File: src/rtl/async_fifo_pkg.sv
// Shared async FIFO helpers: depth computation and default pointer geometry.
package async_fifo_pkg;

  localparam int unsigned DefPtrWidth = 2;

  // FIFO depth for a given number of address bits; pointers carry one extra wrap bit.
  function automatic int unsigned fifo_depth(input int unsigned ptr_width);
    return 32'd1 << ptr_width;
  endfunction

endpackage

File: src/rtl/gray2bin.sv
// Combinational Gray-to-binary converter: each binary bit is the XOR of all Gray bits at or above it.
module gray2bin #(
  parameter int unsigned Width = 3
) (
  input  logic [Width-1:0] gray,
  output logic [Width-1:0] bin
);

  always_comb begin
    bin = '0;
    for (int unsigned i = 0; i < Width; i++) begin
      bin[i] = ^(gray >> i);
    end
  end

endmodule

File: src/rtl/wr_status_flags.sv
// Write-domain full / almost-full / level generator with look-ahead on this cycle's accepted write.
// Optional overflow flag and saturating counter are built when WR_STATUS_OVERFLOW_EN is defined.
module wr_status_flags
  import async_fifo_pkg::*;
#(
  parameter int unsigned PtrWidth    = DefPtrWidth,
  parameter int unsigned OvfCntWidth = 8
) (
  input  logic                   clk,
  input  logic                   rst,
  input  logic [PtrWidth:0]      i_wr_bin_ptr,
  input  logic                   i_wr_en,
  input  logic [PtrWidth:0]      i_rd_gray_ptr_sync,
  input  logic [PtrWidth:0]      i_afull_thresh,
  input  logic                   i_ovf_clr,
  output logic                   o_full,
  output logic                   o_almost_full,
  output logic [PtrWidth:0]      o_wr_level,
  output logic                   o_overflow,
  output logic [OvfCntWidth-1:0] o_ovf_count
);

  localparam int unsigned PtrW  = PtrWidth + 1;
  localparam int unsigned Depth = fifo_depth(PtrWidth);

  logic [PtrW-1:0] rd_bin;
  logic [PtrW-1:0] wr_next;
  logic [PtrW-1:0] level_next;
  logic            push;

  gray2bin #(.Width(PtrW)) u_gray2bin (
    .gray (i_rd_gray_ptr_sync),
    .bin  (rd_bin)
  );

  // Look-ahead level: modular pointer difference after this cycle's push.
  always_comb begin
    push       = i_wr_en & ~o_full;
    wr_next    = i_wr_bin_ptr + PtrW'(push);
    level_next = wr_next - rd_bin;
  end

  always_ff @(posedge clk) begin
    if (rst) begin
      o_wr_level    <= '0;
      o_full        <= 1'b0;
      o_almost_full <= 1'b0;
    end else begin
      o_wr_level    <= level_next;
      o_full        <= (level_next == PtrW'(Depth));
      o_almost_full <= (level_next >= i_afull_thresh);
    end
  end

`ifdef WR_STATUS_OVERFLOW_EN
  logic ovf_evt;

  assign ovf_evt = i_wr_en & o_full;

  // Sticky flag and saturating count; a simultaneous event beats the clear.
  always_ff @(posedge clk) begin
    if (rst) begin
      o_overflow  <= 1'b0;
      o_ovf_count <= '0;
    end else begin
      if (ovf_evt) begin
        o_overflow <= 1'b1;
      end else if (i_ovf_clr) begin
        o_overflow <= 1'b0;
      end
      if (i_ovf_clr) begin
        o_ovf_count <= OvfCntWidth'(ovf_evt);
      end else if (ovf_evt && (o_ovf_count != {OvfCntWidth{1'b1}})) begin
        o_ovf_count <= o_ovf_count + OvfCntWidth'(1);
      end
    end
  end
`else
  logic unused_ovf_clr;

  assign unused_ovf_clr = i_ovf_clr;
  assign o_overflow     = 1'b0;
  assign o_ovf_count    = '0;
`endif

endmodule
File: config.mk
export PLATFORM = sky130hd
export DESIGN_NAME = wr_status_flags
export DESIGN_NICKNAME = d
export VERILOG_FILES = /design/src/rtl/async_fifo_pkg.sv /design/src/rtl/gray2bin.sv /design/src/rtl/wr_status_flags.sv
export SDC_FILE = /design/constraint.sdc
export NUM_CORES = 1
export LEC_CHECK = 0
export BUFFER_PORTS_ARGS = -buffer_cell sky130_fd_sc_hd__clkbuf_2
export CORE_AREA = 2 2 39 41
export CTS_BUF_LIST = sky130_fd_sc_hd__clkbuf_8
export DETAILED_ROUTE_END_ITERATION = 8
export DIE_AREA = 0 0 41 43
export PLACE_DENSITY = 0.64
export SYNTH_ARGS = -nofsm -noshare
export SYNTH_HDL_FRONTEND = slang
export SYNTH_SLANG_ARGS = --single-unit
File: constraint.sdc
create_clock -name clk -period 2.7 [get_ports clk]
set_input_delay 0 -clock clk [delete_from_list [all_inputs] [get_ports clk]]
set_output_delay 0 -clock clk [all_outputs]
set_load 0.005 [all_outputs]
==> results of run 1 <==
==> layer usage <==
metal	global-route usage (%)	share of wire (%)
met1	7.962	35
met2	11.56	55
met3	0	9.9
met4	10.00	0
met5	0	0
==> metrics by stage <==
step	power [mW]	setup WS [ns]	instance area (sq um)
floorplan	0.1995	0.3732	417.9
detailed placement	0.2319	0.2187	450.4
finish	0.3580	0.2597	495.5
global placement	0.2282	0.2774	450.4
CTS	0.3673	0.2239	495.5
global route	0.4018	0.08856	495.5
==> final timing paths <==
| check | from | end | slack [ns] | cells past startpoint |
|---|---|---|---|---|
| setup reg to reg | o_full$_SDFF_PP0_ | o_almost_full$_SDFF_PP0_ | 0.26 | 11 |
| hold / removal | rst | o_wr_level[0]$_SDFF_PP0_ | 0.008 | 2 |
| hold reg to reg | o_full$_SDFF_PP0_ | o_full$_SDFF_PP0_ | 0.93 | 5 |
| setup / recovery | o_full$_SDFF_PP0_ | o_almost_full$_SDFF_PP0_ | 0.26 | 11 |
==> final cells by class <==
type | instances | area, sq um | share of cell area, %
Multi-Input combinational cell | 30 | 227.7 | 45.96
Tap cell | 16 | 20.02 | 4.040
Timing Repair Buffer | 16 | 80.08 | 16.16
Sequential cell | 5 | 100.1 | 20.20
Clock buffer | 3 | 41.29 | 8.333
Inverter | 6 | 22.52 | 4.545
Clock inverter | 1 | 3.754 | 0.7576
==> layout by cell type (no fill, tap or decap) <==
cell type  synthesis  layout
clkbuf_2           0      16
conb_1             1       9
inv_1              6       7
ha_1               6       6
dfxtp_1            5       5
xnor2_1            4       4
nor2_1             3       3
clkbuf_8           0       3
nand2b_1           2       2
xor2_1             1       1
a211oi_1           1       1
nor3_1             1       1
nor2b_1            1       1
nor4_2             1       1
fa_1               1       1
==> logic make-up (layout without fill, tap and decap cells) <==
kind of cell             count (synthesis)  count (layout)  share of synthesized area, %
adder cells (fa/ha/maj)                  7               7                         24.52
other                                    1               9                        0.9668
AO/OA/AOI/OAI                            1               1                         1.936
buffers and inverters                   15              26                         23.22
XOR/XNOR                                 5               5                         11.29
flip-flops                               5               5                         25.81
AND/OR/NAND/NOR                          8               8                         12.26
==> state kept, by name, indices dropped and copies added (netlist names) <==
register,count
o_wr_level,3
o_full,1
o_almost_full,1
==> worst max-delay path, cell delays in order (launching register included) <==
cell,delay (ns)
dfxtp_1,0.29
nand2b_1,0.14
ha_1,0.27
inv_1,0.04
ha_1,0.18
fa_1,0.37
xor2_1,0.18
xnor2_1,0.28
inv_1,0.08
ha_1,0.20
a211oi_1,0.22
nor3_1,0.07
==> power groups by stage <==
| stage | combinational (mW) | clock, mW | sequential (mW) |
|---|---|---|---|
| final | 0.129 | 0.132 | 0.0971 |
| after global routing | 0.159 | 0.143 | 0.0998 |
| after CTS | 0.134 | 0.136 | 0.0972 |
| after detailed placement | 0.133 | 0 | 0.0984 |
| after global placement | 0.130 | 0 | 0.0979 |
| after floorplan | 0.0979 | 0 | 0.102 |
==> out/qor.csv, run 1 <==
stage,metric,value,unit
power,clock network fraction of design power,36.8,%
route,1st-pass router iterations,1,
grt,Global Route Usage Sum,7.708,%
route,Routed wire per std cell,6.922,um
sta,final critical-path share of the clock period,90.38,%
grt,initial antenna violation count,0,
critical_path,Worst Path Arrival,2.54,ns
power,Pleak,0.2777,nW
yosys,"Avg Cell Area, Syn",9.235,sq um
sta,Fin. Hold Viols,0,
yosys,"top cells by area, synth","dfxtp_1, ha_1, buf_4, xnor2_1, inv_1",
critical_path,crit path launch type,flop,
power,worst vdd ir,163.0,uV
grt,number of global-route vias before repair,252,
clock_tree,"CTS clk-pin slew, worst paths",0.03,ns
sta,final hold slack,0.007799,ns
place,Port-buffer cells,16,
yosys,Synth cell types,14,
die,die area,1763,sq um
sta,Setup-failing EPs final,0,
power,Comb pwr share,36.1,%
route,DRC violation total after the first TritonRoute iteration,0,
yosys,ys flop type,dfxtp_1,
route,DRC,0,
critical_path,Worst EP required,2.80,ns
grt,largest net degree at the start of global routing,6,
sta,RSZ-0062 raised after global routing,no,
yosys,Synth warnings,0,
yosys,asr flop ratio synth,0,%
power,Psw,0.1025,mW
sta,Final Max Tran Viols,0,
critical_path,"critical path fanouts, max",3,
yosys,Syn Inst Count,42,
sta,final setup TNS,0,ns
final_layout,ANT cells,0,
clock_tree,Setup Buffers After CTS,0,
status,status,"finished, final reports clean",
clock_tree,# clock sinks,5,
place,gp weighted congestion,0.6276,
yosys,Yosys top cell area share,25.81,%
power,sw frac,28.64,%
yosys,"area leader, netlist",dfxtp_1,
critical_path,CP Capture Type,flop,
die,Initial Util,28.03,%
sta,fmax,409.8,MHz
min_path,worst min path class,input pin to flop,
power,Seq pwr share,27.1,%
clock_tree,H-tree depth,1,
yosys,top-count cell post-synth,buf_4,
clock_tree,number of CTS-inserted buffers,3,
power,pwr/cell area,722.5,nW/um^2
clock_tree,maximum clock path buffer count,2,
die,std cell rows,14,
clock_tree,root buffer cell,clkbuf_8,
sta,Final Critical Period,2.440,ns
final_layout,share of layout cells above drive strength 1,32.79,%
place,Cells after DPL,73,
clock_tree,CTS tree,yes,
route,vias per cell,3.584,
die,core area,1384,sq um
route,Routed Antenna Nets,0,
yosys,Seq cells post-synth,5,
route,total number of vias,276,
final_layout,fin cells,77,
final_layout,area delta synth->final,27.74,%
yosys,Post-synth EDFFs,0,
yosys,cell area after synthesis,387.9,sq um
die,I/O pin cnt,27,
place,DP HPWL,493.8,um
yosys,"Seq/Total Area, Yosys",25.81,%
die,Die X,41,um
final_layout,Fillers,158,
critical_path,Crit Path Category,flop to flop,
grt,grt ovf,0,
clock_tree,CTS resizes,0,
yosys,synth cell count leaders,"buf_4, ha_1, inv_1, dfxtp_1, xnor2_1",
clock_tree,CTS hold repair buffers,0,
flow_run,max-cap viol count,0,
final_layout,Layout Utilization,35.80,%
die,Die H,43,um
sta,clk_skew,0.0002802,ns
final_layout,Layout Nets,82,
route,final WL,533,um
clock_tree,Worst-Skew Late Latency,0.22,ns
grt,first-pass GRT wire length,876,um
power,Internal,0.2555,mW
No activity file was read; power rests on OpenSTA's default activity.
==> inputs of run 2 (changes only) <==
--- a/config.mk
+++ b/config.mk
@@ -6,11 +6,12 @@
 export NUM_CORES = 1
 export LEC_CHECK = 0
 export BUFFER_PORTS_ARGS = -buffer_cell sky130_fd_sc_hd__clkbuf_2
-export CORE_AREA = 2 2 39 41
+export CELL_PAD_IN_SITES_DETAIL_PLACEMENT = 1
+export CELL_PAD_IN_SITES_GLOBAL_PLACEMENT = 1
+export CORE_UTILIZATION = 28
 export CTS_BUF_LIST = sky130_fd_sc_hd__clkbuf_8
 export DETAILED_ROUTE_END_ITERATION = 8
-export DIE_AREA = 0 0 41 43
-export PLACE_DENSITY = 0.64
+export PLACE_DENSITY = 0.83
 export SYNTH_ARGS = -nofsm -noshare
 export SYNTH_HDL_FRONTEND = slang
 export SYNTH_SLANG_ARGS = --single-unit
==> run 2 against run 1 <==
- critical path depth stayed put
- global-route usage is 1.7 points higher
- total power is 1.3% higher
- sequential share of layout area is 0.051 points higher
- via count is 7.6% higher
- routed wire length is 18% higher
- core utilization is 2.2 points higher
- critical endpoint unchanged
- largest cell class unchanged
- largest power group is now combinational cells
- highest routed layer unchanged
==> out/qor.csv, run 2 (synthesis results as in run 1) <==
stage,metric,value,unit,change
clock_tree,# clock sinks,5,,unchanged
sta,Final Max Tran Viols,0,,unchanged
final_layout,Layout Nets,82,,unchanged
critical_path,CP most frequent cell,ha_1,,unchanged
clock_tree,CTS tree,yes,,unchanged
die,I/O pin cnt,27,,unchanged
final_layout,area delta synth->final,27.42,%,was 27.74%
critical_path,Worst Path Arrival,2.54,ns,about the same
final_layout,"Most flops, register",o_wr_level,,unchanged
grt,first-pass GRT wire length,938,um,was 876 um
place,gp weighted congestion,0.5810,,was 0.6276
critical_path,"critical path fanouts, max",3,,unchanged
final_layout,share of layout cells above drive strength 1,32.79,%,unchanged
route,1st-pass router iterations,1,,unchanged
critical_path,CP max-delay cell,fa_1,,unchanged
die,core area,1301,sq um,was 1384 sq um
sta,Final Critical Period,2.435,ns,was 2.440 ns
grt,number of global-route vias before repair,276,,was 252
sta,Fin. Hold Viols,0,,unchanged
die,Initial Util,29.81,%,was 28.03%
clock_tree,"CTS clk-pin slew, worst paths",0.03,ns,about the same
final_layout,ANT cells,0,,unchanged
critical_path,"CP delay by family, top",adder cells,,unchanged
route,DRC violation total after the first TritonRoute iteration,0,,unchanged
critical_path,crit path launch type,flop,,unchanged
final_layout,finished layout cell area,494.2,sq um,was 495.5 sq um
clock_tree,number of CTS-inserted buffers,3,,unchanged
critical_path,R2R Path Start,o_full$_SDFF_PP0_,,unchanged
route,DRC,0,,unchanged
critical_path,CP Launch Point,o_full$_SDFF_PP0_,,unchanged
min_path,hold_sp,rst,,unchanged
power,Tot Pwr,0.3626,mW,was 0.3580 mW
grt,largest net degree at the start of global routing,6,,unchanged
final_layout,"commonest cells after routing, fill and taps aside","clkbuf_2, conb_1, inv_1",,unchanged
final_layout,Top Registers,"o_wr_level x3, o_almost_full x1, o_full x1",,unchanged
route,final WL,628,um,was 533 um
place,DP HPWL,593.8,um,was 493.8 um
power,pwr/cell area,733.7,nW/um^2,was 722.5 nW/um^2
die,Die X,39.22,um,was 41 um
min_path,worst min path class,input pin to flop,,unchanged
route,Routed wire per std cell,8.263,um,was 6.922 um
sta,Setup-failing EPs final,0,,unchanged
power,worst vdd ir,137.7,uV,was 163.0 uV
route,Routed Antenna Nets,0,,unchanged
sta,final setup TNS,0,ns,unchanged
critical_path,Worst EP required,2.80,ns,about the same
grt,GRT met2 Usage,17.92,%,was 11.56%
die,Die H,39.22,um,was 43 um
sta,clk_skew,0.001012,ns,was 0.0002802 ns
final_layout,max reg flops,3,,unchanged
sta,fmax,410.7,MHz,was 409.8 MHz
grt,Global Route Usage Sum,9.394,%,was 7.708%
clock_tree,Worst-Skew Late Latency,0.22,ns,about the same
critical_path,slowest cell delay on critical path,0.37,ns,about the same
grt,initial antenna violation count,0,,unchanged
route,total number of vias,297,,was 276
final_layout,"commonest non-fill, non-tap cell in the layout",clkbuf_2,,unchanged
critical_path,crit-path cells,"nand2b_1, ha_1, inv_1, ha_1, fa_1, xor2_1, xnor2_1, inv_1, ha_1, a211oi_1, nor3_1",,unchanged
final_layout,Fillers,174,,was 158
grt,gr busiest metal,met2,,unchanged
clock_tree,CTS resizes,0,,unchanged
clock_tree,root buffer cell,clkbuf_8,,unchanged
flow_run,max-cap viol count,0,,unchanged
critical_path,Bufs and invs on worst path,2,,unchanged
status,status,"finished, final reports clean",,unchanged
clock_tree,CTS hold repair buffers,0,,unchanged
clock_tree,maximum clock path buffer count,2,,unchanged
sta,RSZ-0062 raised after global routing,no,,unchanged
place,Port-buffer cells,16,,unchanged
grt,GRT met3 Usage,0,%,unchanged
clock_tree,Setup Buffers After CTS,0,,unchanged
die,std cell rows,13,,was 14
place,Post-DP Area,449.2,sq um,was 450.4 sq um
clock_tree,H-tree depth,1,,unchanged
grt,grt ovf,0,,unchanged
critical_path,Crit Path Category,flop to flop,,unchanged
route,vias per cell,3.908,,was 3.584
die,die area,1538,sq um,was 1763 sq um
power,Pleak,0.2777,nW,unchanged
grt,GRT met1 Usage,8.219,%,was 7.962%
sta,final critical-path share of the clock period,90.18,%,was 90.38%
critical_path,CP Capture Type,flop,,unchanged
## run 2: cell counts in the layout (fill, tap and decap cells not counted)
Identical to the previous run, type by type.
## run 2: layer usage
metal | vias to the layer above | share of wire, %
met5 | - | 0
met4 | 0 | 0
met3 | 0 | 6.2
met2 | 13 | 60
met1 | 135 | 34
li1 | 149 | -
## run 2: worst paths after layout
path,depth (start not counted),slack [ns],to
worst max-delay path,11,0.27,o_almost_full$_SDFF_PP0_
worst min-delay path,2,0.02,o_wr_level[0]$_SDFF_PP0_
worst max register to register,11,0.27,o_almost_full$_SDFF_PP0_
worst min register to register,5,0.95,o_full$_SDFF_PP0_
## run 2: final cells by class
cell class / instances / area (sq um) / share of cell area (%)
repair buffers: 16 / 80.08 / 16.20
inverters: 6 / 22.52 / 4.557
well taps: 15 / 18.77 / 3.797
clock inverters: 1 / 3.754 / 0.7595
multi-input cells: 30 / 227.7 / 46.08
flip-flops and latches: 5 / 100.1 / 20.25
clock buffers: 3 / 41.29 / 8.354
## run 2: power breakdown
part	total (mW)	internal, mW	switching (mW)
logic	0.133	0.0667	0.0666
registers	0.0977	0.0930	0.00465
clock network	0.132	0.0972	0.0344
total	0.363	0.257	0.106
## run 2: worst register-to-register path: cells and delay by family (launching register included)
family	cells	cell delay (ns)
fa+ha+maj	4	1.03
simple gates	2	0.21
compound gates	1	0.21
buf+inv	2	0.12
xor+xnor	2	0.46
flops	1	0.29
## run 2: stage by stage
stage                     std cells  hold WS (ns)  worst slack (ns)  utilization, %
after global routing             76       0.03288            0.1260           37.98
after CTS                        76       0.01389            0.2200           37.98
after global placement           72        0.2412            0.2734           34.52
after floorplan                  50       0.06669            0.3732               -
after detailed placement         72        0.2420            0.1718           34.52
final                            76       0.01579            0.2651           37.98
